$ cat src/rtl/fp_int_pkg.sv
// Shared FP16 field constants, canonical encodings and the converter FSM state type.
package fp_int_pkg;

  localparam int EXP_W = 5;
  localparam int MAN_W = 10;
  localparam int BIAS  = 15;
  localparam logic [EXP_W-1:0] EXP_INF = 5'h1F;

  localparam logic [15:0] POS_ZERO = 16'h0000;
  localparam logic [15:0] POS_INF  = 16'h7C00;

  // Wide enough for (ACC_WIDTH-1-lz) + exp_in - FRAC_BITS plus a rounding carry.
  localparam int E_CALC_W = 12;

  typedef enum logic [1:0] {
    ST_IDLE  = 2'd0,
    ST_CONV  = 2'd1,
    ST_NORM  = 2'd2,
    ST_ROUND = 2'd3
  } conv_state_t;

endpackage

$ cat src/rtl/acc_to_fp16_if.sv
// Request/result bundle between the MAC side and the accumulator-to-FP16 converter.
interface acc_to_fp16_if #(
  parameter int ACC_WIDTH = 32
);
  import fp_int_pkg::*;

  // Handshake: start is a request taken only while busy=0; there is no backpressure.
  // done is a one-cycle pulse qualifying fp16_out/overflow/underflow, which hold until the next done.
  logic                 start;
  logic [ACC_WIDTH-1:0] fixed_point_in;
  logic [4:0]           exp_in;
  logic [15:0]          fp16_out;
  logic                 done;
  logic                 busy;
  logic                 overflow;
  logic                 underflow;
  conv_state_t          dbg_state;

  modport master (
    output start, fixed_point_in, exp_in,
    input  fp16_out, done, busy, overflow, underflow, dbg_state
  );

  modport slave (
    input  start, fixed_point_in, exp_in,
    output fp16_out, done, busy, overflow, underflow, dbg_state
  );

endinterface

$ cat src/rtl/fp16_rne_round.sv
// Combinational round-to-nearest-even of a normalised magnitude into FP16,
// saturating to signed infinity on overflow and flushing to signed zero on underflow.
module fp16_rne_round
  import fp_int_pkg::*;
#(
  parameter int ACC_WIDTH = 32
) (
  input  logic                       i_sign,
  input  logic signed [E_CALC_W-1:0] i_exp,
  input  logic [ACC_WIDTH-2:0]       i_frac,
  output logic [15:0]                o_fp16,
  output logic                       o_overflow,
  output logic                       o_underflow
);

  localparam logic signed [E_CALC_W-1:0] E_MAX = E_CALC_W'(31);
  localparam logic signed [E_CALC_W-1:0] E_MIN = E_CALC_W'(0);

  logic [MAN_W-1:0]          w_man;
  logic                      w_guard;
  logic                      w_sticky;
  logic                      w_inc;
  logic [MAN_W:0]            w_man_rnd;
  logic signed [E_CALC_W-1:0] w_exp_rnd;

  // i_frac excludes the implicit leading one, so the mantissa is its top MAN_W bits.
  assign w_man     = i_frac[ACC_WIDTH-2 -: MAN_W];
  assign w_guard   = i_frac[ACC_WIDTH-2-MAN_W];
  assign w_sticky  = |(i_frac << (MAN_W + 1));
  assign w_inc     = w_guard & (w_sticky | w_man[0]);
  assign w_man_rnd = {1'b0, w_man} + (MAN_W+1)'(w_inc);
  assign w_exp_rnd = i_exp + E_CALC_W'(w_man_rnd[MAN_W]);

  always_comb begin
    o_fp16      = POS_ZERO;
    o_overflow  = 1'b0;
    o_underflow = 1'b0;
    if (w_exp_rnd >= E_MAX) begin
      o_fp16     = {i_sign, EXP_INF, {MAN_W{1'b0}}};
      o_overflow = 1'b1;
    end else if (w_exp_rnd <= E_MIN) begin
      o_fp16      = {i_sign, 15'h0000};
      o_underflow = 1'b1;
    end else begin
      o_fp16 = {i_sign, w_exp_rnd[EXP_W-1:0], w_man_rnd[MAN_W-1:0]};
    end
  end

endmodule

$ cat src/rtl/acc_to_fp16.sv
// Multi-cycle converter from a signed fixed-point accumulator plus shared block
// exponent to an FP16 activation: magnitude, 1-bit/cycle normalise, RNE round.
module acc_to_fp16
  import fp_int_pkg::*;
#(
  parameter int ACC_WIDTH = 32,
  parameter int FRAC_BITS = 10
) (
  input  logic          clk,
  input  logic          rst,
  acc_to_fp16_if.slave  bus
);

  localparam int LZ_W = $clog2(ACC_WIDTH) + 1;

  conv_state_t           r_state;
  logic [ACC_WIDTH-1:0]  r_mag;
  logic                  r_sign;
  logic [4:0]            r_exp;
  logic [LZ_W-1:0]       r_lz;
  logic [15:0]           r_fp16;
  logic                  r_done;
  logic                  r_ovf;
  logic                  r_unf;

  logic signed [E_CALC_W-1:0] w_exp;
  logic [15:0]                w_fp16;
  logic                       w_ovf;
  logic                       w_unf;

  assign w_exp = E_CALC_W'(ACC_WIDTH - 1) - E_CALC_W'(r_lz)
               + E_CALC_W'(r_exp) - E_CALC_W'(FRAC_BITS);

  fp16_rne_round #(.ACC_WIDTH(ACC_WIDTH)) u_round (
    .i_sign      (r_sign),
    .i_exp       (w_exp),
    .i_frac      (r_mag[ACC_WIDTH-2:0]),
    .o_fp16      (w_fp16),
    .o_overflow  (w_ovf),
    .o_underflow (w_unf)
  );

  // Results are registered on the edge that enters ROUND, so done is high
  // exactly while the FSM sits in ROUND.
  always_ff @(posedge clk) begin
    if (rst) begin
      r_state <= ST_IDLE;
      r_mag   <= '0;
      r_sign  <= 1'b0;
      r_exp   <= '0;
      r_lz    <= '0;
      r_fp16  <= POS_ZERO;
      r_done  <= 1'b0;
      r_ovf   <= 1'b0;
      r_unf   <= 1'b0;
    end else begin
      case (r_state)
        ST_IDLE: begin
          r_done <= 1'b0;
          if (bus.start) begin
            r_mag   <= bus.fixed_point_in;
            r_exp   <= bus.exp_in;
            r_lz    <= '0;
            r_state <= ST_CONV;
          end
        end
        ST_CONV: begin
          r_sign <= r_mag[ACC_WIDTH-1];
          // Negating the most negative value wraps to 2^(ACC_WIDTH-1), the correct unsigned magnitude.
          r_mag  <= r_mag[ACC_WIDTH-1] ? -r_mag : r_mag;
          if (r_mag == '0) begin
            r_fp16  <= POS_ZERO;
            r_ovf   <= 1'b0;
            r_unf   <= 1'b0;
            r_done  <= 1'b1;
            r_state <= ST_ROUND;
          end else begin
            r_state <= ST_NORM;
          end
        end
        ST_NORM: begin
          if (r_mag[ACC_WIDTH-1]) begin
            r_fp16  <= w_fp16;
            r_ovf   <= w_ovf;
            r_unf   <= w_unf;
            r_done  <= 1'b1;
            r_state <= ST_ROUND;
          end else begin
            r_mag <= r_mag << 1;
            r_lz  <= r_lz + LZ_W'(1);
          end
        end
        ST_ROUND: begin
          r_done  <= 1'b0;
          r_state <= ST_IDLE;
        end
        default: begin
          r_done  <= 1'b0;
          r_state <= ST_IDLE;
        end
      endcase
    end
  end

  assign bus.fp16_out  = r_fp16;
  assign bus.done      = r_done;
  assign bus.busy      = (r_state != ST_IDLE);
  assign bus.overflow  = r_ovf;
  assign bus.underflow = r_unf;
  assign bus.dbg_state = r_state;

endmodule

$ cat src/flat_wrapper.sv
// flat-port wrapper written by rule: the top's interface ports become plain ports
module acc_to_fp16_flat import fp_int_pkg::*;
#(
  parameter int ACC_WIDTH = 32,
  parameter int FRAC_BITS = 10
)
  (clk, rst, bus_start, bus_fixed_point_in, bus_exp_in, bus_fp16_out, bus_done, bus_busy, bus_overflow, bus_underflow, bus_dbg_state);
  acc_to_fp16_if #(.ACC_WIDTH(ACC_WIDTH)) bus_i ();
  input  logic clk;
  input  logic rst;
  input wire logic [$bits(bus_i.start)-1:0] bus_start;
  input wire logic [$bits(bus_i.fixed_point_in)-1:0] bus_fixed_point_in;
  input wire logic [$bits(bus_i.exp_in)-1:0] bus_exp_in;
  output wire logic [$bits(bus_i.fp16_out)-1:0] bus_fp16_out;
  output wire logic [$bits(bus_i.done)-1:0] bus_done;
  output wire logic [$bits(bus_i.busy)-1:0] bus_busy;
  output wire logic [$bits(bus_i.overflow)-1:0] bus_overflow;
  output wire logic [$bits(bus_i.underflow)-1:0] bus_underflow;
  output wire logic [$bits(bus_i.dbg_state)-1:0] bus_dbg_state;
  assign bus_i.start = bus_start;
  assign bus_i.fixed_point_in = bus_fixed_point_in;
  assign bus_i.exp_in = bus_exp_in;
  assign bus_fp16_out = bus_i.fp16_out;
  assign bus_done = bus_i.done;
  assign bus_busy = bus_i.busy;
  assign bus_overflow = bus_i.overflow;
  assign bus_underflow = bus_i.underflow;
  assign bus_dbg_state = bus_i.dbg_state;
  acc_to_fp16 #(.ACC_WIDTH(ACC_WIDTH), .FRAC_BITS(FRAC_BITS)) u_core (.clk(clk), .rst(rst), .bus(bus_i));
endmodule
$ cat config.mk
export PLATFORM = sky130hd
export DESIGN_NAME = acc_to_fp16_flat
export DESIGN_NICKNAME = d
export VERILOG_FILES = /design/src/rtl/fp_int_pkg.sv /design/src/rtl/acc_to_fp16_if.sv /design/src/rtl/fp16_rne_round.sv /design/src/rtl/acc_to_fp16.sv /design/src/flat_wrapper.sv
export SDC_FILE = /design/constraint.sdc
export NUM_CORES = 1
export LEC_CHECK = 0
export CORE_MARGIN = 4
export CORE_UTILIZATION = 45
export DETAILED_ROUTE_END_ITERATION = 6
export PLACE_DENSITY = 0.7
export SLEW_MARGIN = 20
export SYNTH_ARGS = -nofsm -noshare
export SYNTH_HDL_FRONTEND = slang
export SYNTH_SLANG_ARGS = --single-unit
$ cat constraint.sdc
create_clock -name clk -period 4.19 [get_ports clk]
set_input_delay 0.419 -clock clk [delete_from_list [all_inputs] [get_ports clk]]
set_output_delay 0.419 -clock clk [all_outputs]
set_load 0.1 [all_outputs]
==> flow_summary.json <==
{
  "outcome": "finished, final reports clean",
  "power_leakage_nw": 1.88,
  "synth_warnings": 0,
  "period_minus_slack_ns": 3.93,
  "crit_buf_inv": 3,
  "slew_violations": 0,
  "end_kind": "flip-flop",
  "cts_sinks": 65,
  "p_switching_w": 0.00189,
  "holdWs_ns": 0.462,
  "arrival_ns": 4.17,
  "root_buffer": "clkbuf_8",
  "critPathRequiredTime_ns": 4.43,
  "synth_seq_area_share": 0.288,
  "grt_pass1_vias": 4171,
  "dp.cells": 734,
  "ys_ff_latch": 65,
  "cp_slowest_stage_delay_ns": 0.61,
  "clk_latency_ns": 0.35,
  "fillers": 947,
  "grt_use_total": 0.215,
  "path_max_fanout": 5,
  "ys_top_cells_by_area": "dfxtp_1 (29%), o21ai_0 (5.0%), ha_1 (4.4%)",
  "die_h_um": 108,
  "yosys.area.top_type": "dfxtp_1",
  "p_comb_frac": 0.609,
  "netlist_area_um2": 4520,
  "tightestPinTransition_ns": 1.00,
  "crit_chain": "and2_1 -> ha_2 -> nand3_2 -> nor2_4 -> nand3_1 -> fa_1 -> inv_1 -> ha_2 -> inv_1 -> fa_2 -> xor2_1 -> or4b_2 -> nor3_1 -> nor4_4 -> buf_4 -> a32o_1",
  "grt_first_pass_wirelength_mm": 20.6,
  "portBuffers": 61,
  "gr-total-overflow": 0,
  "path_clk_slew_ns": 0.07,
  "drt-pass1-iter-count": 5,
  "avgSynthCellArea_um2": 7.81,
  "clock_power_share": 0.128,
  "clock_skew_ns": 0.00947,
  "cts_tree": "done",
  "syn-num-nets": 637,
  "powerDensity_nw_per_um2": 685,
  "antenna_found_initial": 0,
  "p_seq_frac": 0.264,
  "grt_setup_unrepaired": "false",
  "regArea_um2": 1300,
  "slowest_stage": "or4b_2",
  "holdCritPathClass": "reg -> reg",
  "drt.antenna.violating_nets": 0,
  "final_util": 0.550,
  "synthArstFlopShare": 0,
  "synth_edf_count": 0,
  "place_congestion": 0.855,
  "drive_gt1_frac": 0.0985,
  "worstSetupPathType": "reg -> reg",
  "dpl_cell_area_um2": 5150,
  "yosysUniqueCellTypes": 76,
  "pin_count": 62,
  "post_drt_wl_per_cell_um": 16.4,
  "start_util": 0.462,
  "fin_area_um2": 5370,
  "max_freq_mhz": 254,
  "vias_per_cell": 6.13,
  "fp.dieW_um": 108,
  "syn_inst": 578,
  "htree_levels": 3,
  "yosys-top-cells-count": "dfxtp_1 (65), nor2_1 (52), o21ai_0 (45)",
  "numCtsBuffers": 9,
  "layout-area-overhead-vs-synth_pct": 19.0,
  "max-slew-margin-rel": 0.331,
  "fin_nets": 674,
  "drt-initial-drc-count": 408,
  "intPower_w": 0.00178,
  "core-area_um2": 9770,
  "vias": 4606,
  "grt_max_degree": 46,
  "final.setup.tns_ns": 0,
  "clockBufferDepth": 2,
  "dp_hpwl_mm": 8.62,
  "cp-start-kind": "flip-flop",
  "diodes": 0,
  "synth.most_common_cell": "dfxtp_1",
  "fp.dieArea_um2": 11700,
  "p_sw_frac": 0.515,
  "netlist.area_leader.share": 0.288,
  "multi_input_area_um2": 2920,
  "crit_family": "simple AND/OR/NAND/NOR gates",
  "synthFlopType": "dfxtp_1",
  "stdcell_count": 752,
  "drt-total-wl_mm": 12.4,
  "setup_viol": 0,
  "drc_errors": 0,
  "cap_violations": 0,
  "period_share": 0.938,
  "finalHoldViolCount": 0,
  "rows": 36,
  "ir_drop_v": 0.000374
}
per-layer routing:
| metal | wire, um | GRT usage | vias up |
|---|---|---|---|
| li1 | - | - | 2232 |
| met1 | 5600 | 0.297 | 2170 |
| met2 | 5710 | 0.349 | 187 |
| met3 | 837 | 0.0299 | 17 |
| met4 | 202 | 0.0640 | 0 |
| met5 | 0 | 0 | - |
through the flow:
| stage | setup WS (ns) | power [W] |
|---|---|---|
| 6_report | 0.259 | 0.00368 |
| 5_1_grt | 0.0166 | 0.00398 |
| 4_1_cts | 0.0223 | 0.00366 |
| 3_5_place_dp | 0.0403 | 0.00318 |
| 3_3_place_gp | 0.227 | 0.00314 |
| 2_1_floorplan | 0.127 | 0.00270 |
placed cells by master, fill, tap and decap left out, types with 6 or more instances in the layout:
master	instances
a211oi_1	9
a21oi_1	32
a221oi_1	6
a22oi_1	7
a31oi_1	7
a32o_1	13
buf_4	12
clkbuf_8	10
clkdlybuf4s50_1	61
dfxtp_1	64
ha_1	13
inv_1	30
nand2_1	40
nand2b_1	6
nand3_1	13
nand4_1	9
nor2_1	51
nor2b_1	9
nor3_1	16
nor4_1	20
o211ai_1	7
o21ai_0	45
o22ai_1	7
or3_1	8
or4_1	7
xnor2_1	11
xor2_1	8
layout make-up:
type	count	share of cell area
Inverter	30	0.0210
Multi-Input combinational cell	435	0.543
Sequential cell	65	0.242
Tap cell	133	0.0310
Timing Repair Buffer	74	0.133
Clock buffer	12	0.0270
Clock inverter	3	0.00326
final timing paths:
check | slack (ns) | cells past startpoint | to | startpoint
max | 0.26 | 16 | u_core.bus.fp16_out[9] | u_core.r_mag[21]
min | 0.46 | 1 | u_core.bus.fp16_out[14] | u_core.bus.fp16_out[14]
max reg2reg | 0.26 | 16 | u_core.bus.fp16_out[9] | u_core.r_mag[21]
min reg2reg | 0.46 | 1 | u_core.bus.fp16_out[14] | u_core.bus.fp16_out[14]
sequential cells by signal, indices dropped and copies added (netlist names):
| register | cells |
|---|---|
| u_core.bus.dbg_state | 2 |
| u_core.bus.done | 1 |
| u_core.bus.fp16_out | 16 |
| u_core.bus.overflow | 1 |
| u_core.bus.underflow | 1 |
| u_core.r_exp | 5 |
| u_core.r_lz | 6 |
| u_core.r_mag | 32 |
| u_core.r_sign | 1 |
worst register-to-register path, delay by kind of cell, from the launching register on:
family	cells	cell delay, ns
buf+inv	3	0.31
compound gates	1	0.23
flops	1	0.33
xor+xnor	1	0.18
simple gates	7	1.66
fa+ha+maj	4	1.12
logic make-up after synthesis:
logic type      share of synthesized area
xor+xnor                           0.0369
mux                                0.0116
fa+ha+maj                          0.0576
compound gates                      0.280
buf+inv                            0.0770
flops                               0.288
simple gates                        0.249
what timing repair did:
action,CTS,global route
buffers inserted,0,2
gates resized for setup,0,11
endpoints found under the setup margin,0,13
hold buffers,0,0
power groups by stage:
stage               clock, W  combinational [W]  sequential, W
global placement           0            0.00217       0.000962
floorplan                  0            0.00172       0.000979
finish              0.000470            0.00224       0.000970
CTS                 0.000485            0.00221       0.000960
detailed placement         0            0.00221       0.000974
global route        0.000515            0.00247       0.000997
Power figures use the tool's default switching activity.
